### src/rtl/line_packer.sv
// line_packer: packs an 8-bit pixel stream into 128-bit period words, 21 per line.
// Optional macro PACK_MSB_FIRST_EN places the first pixel in the MSB byte lane.
module line_packer #(
  parameter int PeriodNum    = 21,
  parameter int PixPerPeriod = 16
) (
  input  logic         clk,
  input  logic         reset,
  input  logic         ce,
  input  logic [7:0]   pixdata,
  input  logic         pixvalid,
  input  logic         pixlast,
  output logic         pixready,
  output logic [127:0] wrdata,
  output logic         wrfifo,
  input  logic         wrfull,
  output logic         errshort,
  output logic         errlong,
  output logic [1:0]   stateoutput,
  output logic [15:0]  linecounteroutput
);

  typedef enum logic [1:0] {
    FILL  = 2'd0,
    WRITE = 2'd1,
    PAD   = 2'd2
  } state_t;

  localparam logic [4:0] LastPer  = 5'(PeriodNum - 1);
  localparam logic [3:0] LastByte = 4'(PixPerPeriod - 1);

  state_t         state;
  logic [3:0]     bidx;
  logic [4:0]     pidx;
  logic           padding;
  logic [15:0]    lines;
  logic [127:0]   word;
  logic           es;
  logic           el;
  logic [3:0]     lane;
  logic [6:0]     base;
  logic           last_byte;
  logic           line_end;

`ifdef PACK_MSB_FIRST_EN
  assign lane = ~bidx;
`else
  assign lane = bidx;
`endif

  assign base      = {lane, 3'b000};
  assign last_byte = (bidx == LastByte);
  assign line_end  = last_byte && (pidx == LastPer);

  assign pixready = ce & ~reset & (state == FILL);
  assign wrfifo   = ce & ~reset & (state == WRITE) & ~wrfull;

  assign wrdata            = word;
  assign errshort          = es;
  assign errlong           = el;
  assign stateoutput       = state;
  assign linecounteroutput = lines;

  always_ff @(posedge clk) begin
    if (reset) begin
      state   <= FILL;
      bidx    <= '0;
      pidx    <= '0;
      padding <= 1'b0;
      lines   <= '0;
      word    <= '0;
      es      <= 1'b0;
      el      <= 1'b0;
    end else begin
      es <= 1'b0;
      el <= 1'b0;
      if (ce) begin
        unique case (state)
          FILL: begin
            if (pixvalid) begin
              word[base +: 8] <= pixdata;
              bidx <= bidx + 4'd1;
              // a short line finishes the current word with pad bytes
              if (pixlast && !line_end) begin
                es      <= 1'b1;
                padding <= 1'b1;
                state   <= last_byte ? WRITE : PAD;
              end else if (last_byte) begin
                state <= WRITE;
              end
              if (line_end && !pixlast) begin
                el <= 1'b1;
              end
            end
          end
          PAD: begin
            word[base +: 8] <= 8'h00;
            bidx <= bidx + 4'd1;
            if (last_byte) begin
              state <= WRITE;
            end
          end
          WRITE: begin
            if (!wrfull) begin
              bidx <= '0;
              word <= '0;
              if (pidx == LastPer) begin
                pidx    <= '0;
                lines   <= lines + 16'd1;
                padding <= 1'b0;
                state   <= FILL;
              end else begin
                pidx  <= pidx + 5'd1;
                state <= padding ? PAD : FILL;
              end
            end
          end
          default: state <= FILL;
        endcase
      end
    end
  end

endmodule

### config.mk
export PLATFORM = sky130hd
export DESIGN_NAME = line_packer
export DESIGN_NICKNAME = d
export VERILOG_FILES = /design/src/rtl/line_packer.sv
export SDC_FILE = /design/constraint.sdc
export NUM_CORES = 1
export LEC_CHECK = 0
export CAP_MARGIN = 15
export CORE_MARGIN = 2
export CORE_UTILIZATION = 30
export DETAILED_ROUTE_END_ITERATION = 7
export DONT_BUFFER_PORTS = 1
export GPL_TIMING_DRIVEN = 0
export HOLD_SLACK_MARGIN = 0.05
export PLACE_DENSITY = 0.41
export SLEW_MARGIN = 20
export SYNTH_ARGS = -nofsm -noshare
export SYNTH_HDL_FRONTEND = slang
export SYNTH_SLANG_ARGS = --single-unit
### constraint.sdc
create_clock -name clk -period 4 [get_ports clk]
set_clock_uncertainty 0.05 [all_clocks]
set_input_delay 1 -clock clk [delete_from_list [all_inputs] [get_ports clk]]
set_output_delay 1 -clock clk [all_outputs]
set_load 0.02 [all_outputs]
After elaboration in Yosys (flattened, before gate mapping)
Index checks and enable logic that the tools add are counted.

word-level totals
  register bits after elaboration = 158
  bits of input ports = 14
  output and inout port bits = 150
  word-level logic and storage cells = 70

cells by class
  add/subtract/negate cells = 4
  equality and inequality tests = 8
  shift operators = 3
  multiplexer cells = 24
  bitwise gates (word level) = 9
  reduce and logical (&&, ||, !) cells = 14

operators by type and width
  cell                                                          count
  case mux 128 bit (3 select lines)                             1
  bitwise mux 128 bit                                           2
  two-way mux 128 bit                                           2
  variable shift 8 x 9 -> 128 bit (first input constant)        1
  variable part select 8 x 9 -> 128 bit                         1
  variable part select 8 x 9 -> 128 bit (first input constant)  1
  adder 16 x 1 -> 16 bit (second input constant)                1
  two-way mux 2 bit                                             7
  case mux 4 bit (3 select lines)                               1
  negator 7 -> 9 bit                                            1
  two-way mux 4 bit                                             2
  AND reduction 4 bit                                           2
  two-way mux 1 bit                                             6
  != test 2 bit (second input constant)                         3
  case mux 2 bit (3 select lines)                               1
  AND reduction 3 bit                                           2
  AND reduction 6 bit                                           1
  adder 5 x 1 -> 5 bit (second input constant)                  1
  equality test 5 bit (second input constant)                   1
  two-way mux 5 bit                                             1
  NOT 1 bit                                                     5
  adder 4 x 1 -> 4 bit (second input constant)                  1
  bitwise AND 1 bit                                             4
  equality test 4 bit (second input constant)                   1
  other kinds (10)                                              13

Depth between registers and ports, before layout
Gate-level depths: netlist (run 1).

  word-level depth = 7
  gate-level depth with buffers = 10
  gate-level depth less buffers = 7

Worst setup path after synthesis (run 1)
No wires, ideal clock.

  path type = input port to output port
  start = input port reset
  end = output port wrfifo
  arrival time = 2.157 ns
  required time = 2.950 ns
  setup slack = 0.793 ns
  cell stages on the path = 5
  buffers on the path = 4
  path through = buf_2 > buf_2 > buf_1 > buf_1 > nor2_1

between the ends
  cells in the longest elaborated chain, start to end = 4

ends and longest elaborated chain
  item                            RTL line  source
  start, declared                 8         input logic reset,
  NOT 1 bit                       56        assign wrfifo = ce & ~reset & (state == WRITE) & ~wrfull;
  bitwise AND 1 bit (3 in a row)  56
  end, declared                   15        output logic wrfifo,

Every way passes these cells.

Worst setup path in the final report (run 1)
Same ends and word-level chain as after synthesis.

==> flow_metrics.py, run 1 <==
metrics = {
    "outcome": {
        "outcome": "complete, no violations",
    },
    "synth": {
        "synth_area_sq_mm": 0.00599,
        "synth_ff_type": "dfxtp_1",
        "synth-edff-count": 0,
        "synthCells": 562,
        "synth.distinct_cells": 60,
        "synth_area_per_cell_sq_um": 10.7,
        "synth-simple-area-share": 0.137,
        "synth_nets": 587,
        "yosysSeqAreaShare": 0.528,
        "ys_warn_count": 0,
        "synth_compound_area_frac": 0.256,
        "ys_ff_latch": 158,
        "yosys-mux-area-fraction": 0.00167,
        "synth_top_family_by_area": "compound AO/OA/AOI/OAI gates",
        "yosys.area_share.adder": 0.0230,
        "synthXorXnorAreaFrac": 0.0263,
        "async_flop_share": 0,
    },
    "global_route": {
        "grt_usage": 0.172,
        "antenna_found_initial": 0,
        "grt_max_degree": 17,
        "grt_pass1_vias": 4443,
        "grt_first_pass_wirelength_um": 28200,
        "overflow": 0,
    },
    "power_and_ir_drop": {
        "ir_worst_vdd_uv": 271,
        "powerDensity_mw_per_mm2": 498,
        "p_leak_nw": 2.48,
        "power.total_mw": 3.46,
    },
    "place": {
        "hpwlAfterDp_um": 12600,
        "port_buffers": 0,
        "detailed_place.area_sq_mm": 0.00633,
        "place_inst": 827,
        "gp_congestion": 0.790,
    },
    "clock_network": {
        "cts.sinks": 158,
        "cts_tree": "built",
        "cts_resized": 0,
        "cts_root_buf": "clkbuf_16",
        "clk_latency_ps": 420,
        "postCtsHoldBufs": 0,
        "cts.path.max_buffers": 2,
        "post_cts_buffers": 0,
        "clkTransAtPathRegs_ps": 60,
        "cts_buffers": 17,
        "cts.htree.levels": 4,
    },
    "route": {
        "antenna_left": 0,
        "wirelength_um": 18100,
        "dr.first_iter.drc_count": 200,
        "routedWlPerCell_um": 21.1,
        "vias": 4582,
        "dr.pass1.iters": 5,
        "drc": 0,
        "routed_via_density": 5.33,
    },
    "critical_path": {
        "cp_max_fo": 10,
        "worst_setup_path_end_kind": "output port",
        "critical_path.startpoint_type": "primary input",
        "r2r_cells": 9,
        "required_ps": 2950,
        "r2r_start": "stateoutput[1]",
        "worstSetupPathType": "in -> out",
        "crit_arrival_ps": 2720,
        "timing.reg2reg.setup_slack_ps": 1300,
    },
    "timing": {
        "tightest_slew_ps": 942,
        "fin_crit_sh": 0.943,
        "final_hold_viol_count": 0,
        "layout_min_cycle_time_ps": 3770,
        "grt_setup_unrepaired": "false",
        "tns_ps": 0,
        "whs_ps": 514,
        "relSlewSlack": 0.372,
        "drv_slew": 0,
        "clock.fmax_ghz": 0.265,
        "setup_viol_count_final": 0,
    },
    "final_layout": {
        "antenna_cells": 0,
        "design_area_sq_mm": 0.00694,
        "final_common_cell": "dfxtp_1",
        "syn2layout_area_growth_pct": 15.8,
        "final_cells": 859,
        "nFillCells": 1980,
        "nets": 606,
        "final_cell_mix": "158 x dfxtp_1, 64 x a22o_1, 45 x o2bb2ai_1, 42 x nand2_1, 39 x nor2_1",
        "drive_gt1_frac": 0.109,
    },
    "floorplanning": {
        "die_w_um": 145,
        "ios": 164,
        "core-area_sq_mm": 0.0195,
        "rows": 51,
        "dieArea_sq_mm": 0.0211,
        "die_h_um": 145,
        "initial_utilization": 0.307,
    },
    "worst_hold_path": {
        "hp-class": "reg -> reg",
        "min_path_cells": 1,
    },
    "job": {
        "maxCapViolations": 0,
    },
}
## worst max path at each step
stage | slack (ps) | endpoint | cells past startpoint | start
2_1_floorplan | 790 | wrfifo | 5 | reset
3_3_place_gp | 210 | wrfifo | 5 | reset
3_5_place_dp | 180 | wrfifo | 5 | reset
4_1_cts | 160 | wrfifo | 5 | reset
5_1_grt | 110 | wrfifo | 5 | reset
6_report | 230 | wrfifo | 5 | reset
## logic make-up after synthesis
group	Yosys count
AO/OA/AOI/OAI	178
XOR/XNOR	18
adder cells (fa/ha/maj)	11
buffers and inverters	38
flip-flops	158
multiplexers	1
AND/OR/NAND/NOR	158
## routing by layer
layer,part of all wire,GRT usage,up-vias
li1,-,-,2152
met1,0.45,0.225,2265
met2,0.46,0.265,148
met3,0.079,0.0649,17
met4,0.015,0.0485,0
met5,0,0,-
## stage by stage
step	util	setup slack, ps
floorplan	-	793
CTS	0.356	164
detailed placement	0.324	177
global placement	0.324	206
finish	0.356	229
global route	0.356	108
## cells in the mapped netlist (all sizes together) (2+ instances only)
cell type	n	area (sq um)
a21oi	15	82.6
a32o	16	160
nor2b	3	18.8
and4	4	35.0
ha	11	138
a22o	64	561
a21boi	2	15.0
buf	14	85.1
a2bb2o	3	30.0
or3	2	12.5
nand3	11	55.1
clkbuf	15	56.3
o21ai	8	40.0
xor2	9	78.8
nor3b	2	15.0
nand2	45	176
and3b	3	26.3
o21a	2	15.0
inv	9	33.8
o211ai	3	37.5
o2bb2ai	45	394
o31ai	2	15.0
xnor2	9	78.8
nor2	41	159
nand3b	4	30.0
nor3	14	80.1
nand4	8	56.3
a21o	3	22.5
nor4	4	40.0
and2	6	37.5
and3	4	25.0
a2bb2oi	2	30.0
nand2b	3	18.8
dfxtp	158	3160
a31oi	5	56.3
## layout make-up
cell class | count | area, sq um | area share
plain buffers | 29 | 141 | 0.0204
clock buffers | 19 | 453 | 0.0652
clock inverters | 13 | 163 | 0.0234
inverters | 9 | 33.8 | 0.00487
multi-input cells | 366 | 2660 | 0.383
flip-flops and latches | 158 | 3160 | 0.456
well taps | 265 | 332 | 0.0478
## critical path, cell delays in order
cell    delay [ps]
buf_2          210
buf_2          330
buf_1          440
buf_1          480
nor2_1         240
## report_power, final
part           internal (mW)  switching, mW  total, mW
Combinational         0.0456          0.133      0.178
Clock                   1.02          0.667       1.68
Sequential              1.58         0.0154       1.60
(Power assumes the default switching activity.)
==> run 2: changes to the inputs <==
--- a/config.mk
+++ b/config.mk
@@ -8,8 +8,10 @@
 export CAP_MARGIN = 15
 export CORE_MARGIN = 2
 export CORE_UTILIZATION = 30
+export CTS_CLUSTER_DIAMETER = 60
 export DETAILED_ROUTE_END_ITERATION = 7
 export DONT_BUFFER_PORTS = 1
+export GPL_ROUTABILITY_DRIVEN = 0
 export GPL_TIMING_DRIVEN = 0
 export HOLD_SLACK_MARGIN = 0.05
 export PLACE_DENSITY = 0.41
==> results of run 2 <==
Final layout, timing and power as in run 1 (identical DEF).
==> run 3: changes to the inputs <==
--- a/config.mk
+++ b/config.mk
@@ -8,13 +8,15 @@
 export CAP_MARGIN = 15
 export CORE_MARGIN = 2
 export CORE_UTILIZATION = 30
-export CTS_CLUSTER_DIAMETER = 60
+export CTS_BUF_LIST = sky130_fd_sc_hd__clkbuf_4
+export CTS_CLUSTER_DIAMETER = 30
 export DETAILED_ROUTE_END_ITERATION = 7
 export DONT_BUFFER_PORTS = 1
 export GPL_ROUTABILITY_DRIVEN = 0
 export GPL_TIMING_DRIVEN = 0
 export HOLD_SLACK_MARGIN = 0.05
 export PLACE_DENSITY = 0.41
+export SKIP_CTS_REPAIR_TIMING = 1
 export SLEW_MARGIN = 20
 export SYNTH_ARGS = -nofsm -noshare
 export SYNTH_HDL_FRONTEND = slang
==> run 3 against run 2 <==
Effect of this change:
- power fell by 19%
- routed wire length fell by 0.89%
- sequential power barely moved
- first-iteration DRC count rose by 1.0%
- cell count rose by 0.12%
- register-to-register slack barely moved
- flip-flop and latch count did not move
- critical path depth did not move
- global-route usage fell by 0.19 points
- setup slack improved by 11 ps
- critical path type unchanged
- critical endpoint unchanged
- highest routed layer unchanged
==> flow_metrics.py, run 3 (synthesis gave the netlist of run 1 again) <==
metrics = {
    "outcome": {
        "outcome": "complete, no violations",
    },
    "job": {
        "maxCapViolations": 0,
    },
    "place": {
        "hpwlAfterDp_um": 12600,
        "port_buffers": 0,
        "place_inst": 827,
        "pre_cts_slack_ps": 177,
    },
    "critical_path": {
        "worst_setup_path_end_kind": "output port",
        "r2r_cells": 10,
        "r2r_start": "stateoutput[1]",
        "crit_arrival_ps": 2710,
        "timing.reg2reg.setup_slack_ps": 1300,
        "cp_max_fo": 10,
        "critical_path.startpoint_type": "primary input",
        "worstSetupPathType": "in -> out",
        "required_ps": 2950,
    },
    "route": {
        "antenna_left": 0,
        "routed_via_density": 5.28,
        "dr.first_iter.drc_count": 202,
        "wirelength_um": 18000,
        "routedWlPerCell_um": 20.9,
        "drc": 0,
        "wl_met1_um": 8260,
        "dr.pass1.iters": 4,
        "topRoutingLayerUsed": "met4",
        "wl_met2_um": 8180,
        "vias": 4537,
        "wl_met3_um": 1260,
    },
    "floorplanning": {
        "die_w_um": 145,
        "die_h_um": 145,
        "rows": 51,
        "ios": 164,
        "dieArea_sq_mm": 0.0211,
        "core-area_sq_mm": 0.0195,
        "initial_utilization": 0.307,
    },
    "clock_network": {
        "cts.sinks": 158,
        "cts.htree.levels": 4,
        "clkTransAtPathRegs_ps": 130,
        "cts_buffers": 17,
        "clk_latency_ps": 520,
        "cts_root_buf": "clkbuf_4",
        "cts.path.max_buffers": 2,
        "cts_tree": "built",
    },
    "timing": {
        "fin_crit_sh": 0.940,
        "tightest_slew_ps": 920,
        "tns_ps": 0,
        "final_hold_viol_count": 0,
        "drv_slew": 0,
        "layout_min_cycle_time_ps": 3760,
        "clock.fmax_ghz": 0.266,
        "grt_setup_unrepaired": "false",
        "setup_ws_ps": 240,
        "setup_viol_count_final": 0,
        "relSlewSlack": 0.387,
    },
    "final_layout": {
        "drive_gt1_frac": 0.106,
        "nets": 606,
        "syn2layout_area_growth_pct": 10.5,
        "final_common_cell": "dfxtp_1",
        "final_cells": 860,
        "final_cell_mix": "158 x dfxtp_1, 64 x a22o_1, 45 x o2bb2ai_1, 42 x nand2_1, 39 x nor2_1",
    },
    "worst_hold_path": {
        "min_path_cells": 1,
        "hp-class": "in -> reg",
        "hold_end": "errlong",
        "hp-start": "pixlast",
    },
    "global_route": {
        "grt_first_pass_wirelength_um": 28000,
        "grt_usage": 0.170,
        "grt_pass1_vias": 4433,
        "grt_max_degree": 17,
        "antenna_found_initial": 1,
        "overflow": 0,
    },
    "power_and_ir_drop": {
        "ir_worst_vdd_uv": 203,
        "powerDensity_mw_per_mm2": 421,
        "p_leak_nw": 2.34,
    },
}
[run 3: changes by cell type in the layout (fill, tap and decap cells not counted), sizes merged]
cell    previous run  this run
clkinv             9        11
clkbuf            34        32
diode              0         1
[run 3: power breakdown]
group          total (mW)  switching [mW]  internal [mW]  leakage, nW
sequential           1.60          0.0154           1.58         1.27
combinational       0.178           0.133         0.0456        0.905
clock                1.01           0.580          0.432        0.165
total                2.79           0.728           2.06         2.34
[run 3: worst max-delay path by stage]
stage,from,endpoint,slack (ps),depth (start not counted)
floorplan,reset,wrfifo,790,5
global placement,reset,wrfifo,210,5
detailed placement,reset,wrfifo,180,5
CTS,reset,wrfifo,160,5
global route,reset,wrfifo,110,5
finish,reset,wrfifo,240,5
[run 3: worst max-delay path: stages]
cell and delay (ps):
buf_2 210, buf_2 330, buf_1 440, buf_1 480, nor2_1 240
[run 3: cell type report]
| cell class | instances | area, sq um |
|---|---|---|
| fillers | 2008 | 12900 |
| multi-input cells | 366 | 2660 |
| flip-flops and latches | 158 | 3160 |
| inverters | 9 | 33.8 |
| diodes | 1 | 2.50 |
| plain buffers | 29 | 141 |
| clock inverters | 15 | 170 |
| well taps | 265 | 332 |
| clock buffers | 17 | 128 |
[run 3: through the flow]
stage | power [mW] | cell area [sq um] | utilization | hold WS, ps
detailed placement | 1.81 | 6330 | 0.324 | 509
global route | 2.92 | 6630 | 0.339 | 408
finish | 2.79 | 6630 | 0.339 | 486
CTS | 2.83 | 6620 | 0.339 | 405
floorplan | 1.75 | 5990 | - | 439
global placement | 1.81 | 6330 | 0.324 | 483
[run 3: per-layer routing]
layer | track usage | up-vias
li1 | - | 2158
met1 | 0.226 | 2221
met2 | 0.263 | 143
met3 | 0.0574 | 15
met4 | 0.0471 | 0
met5 | 0 | -
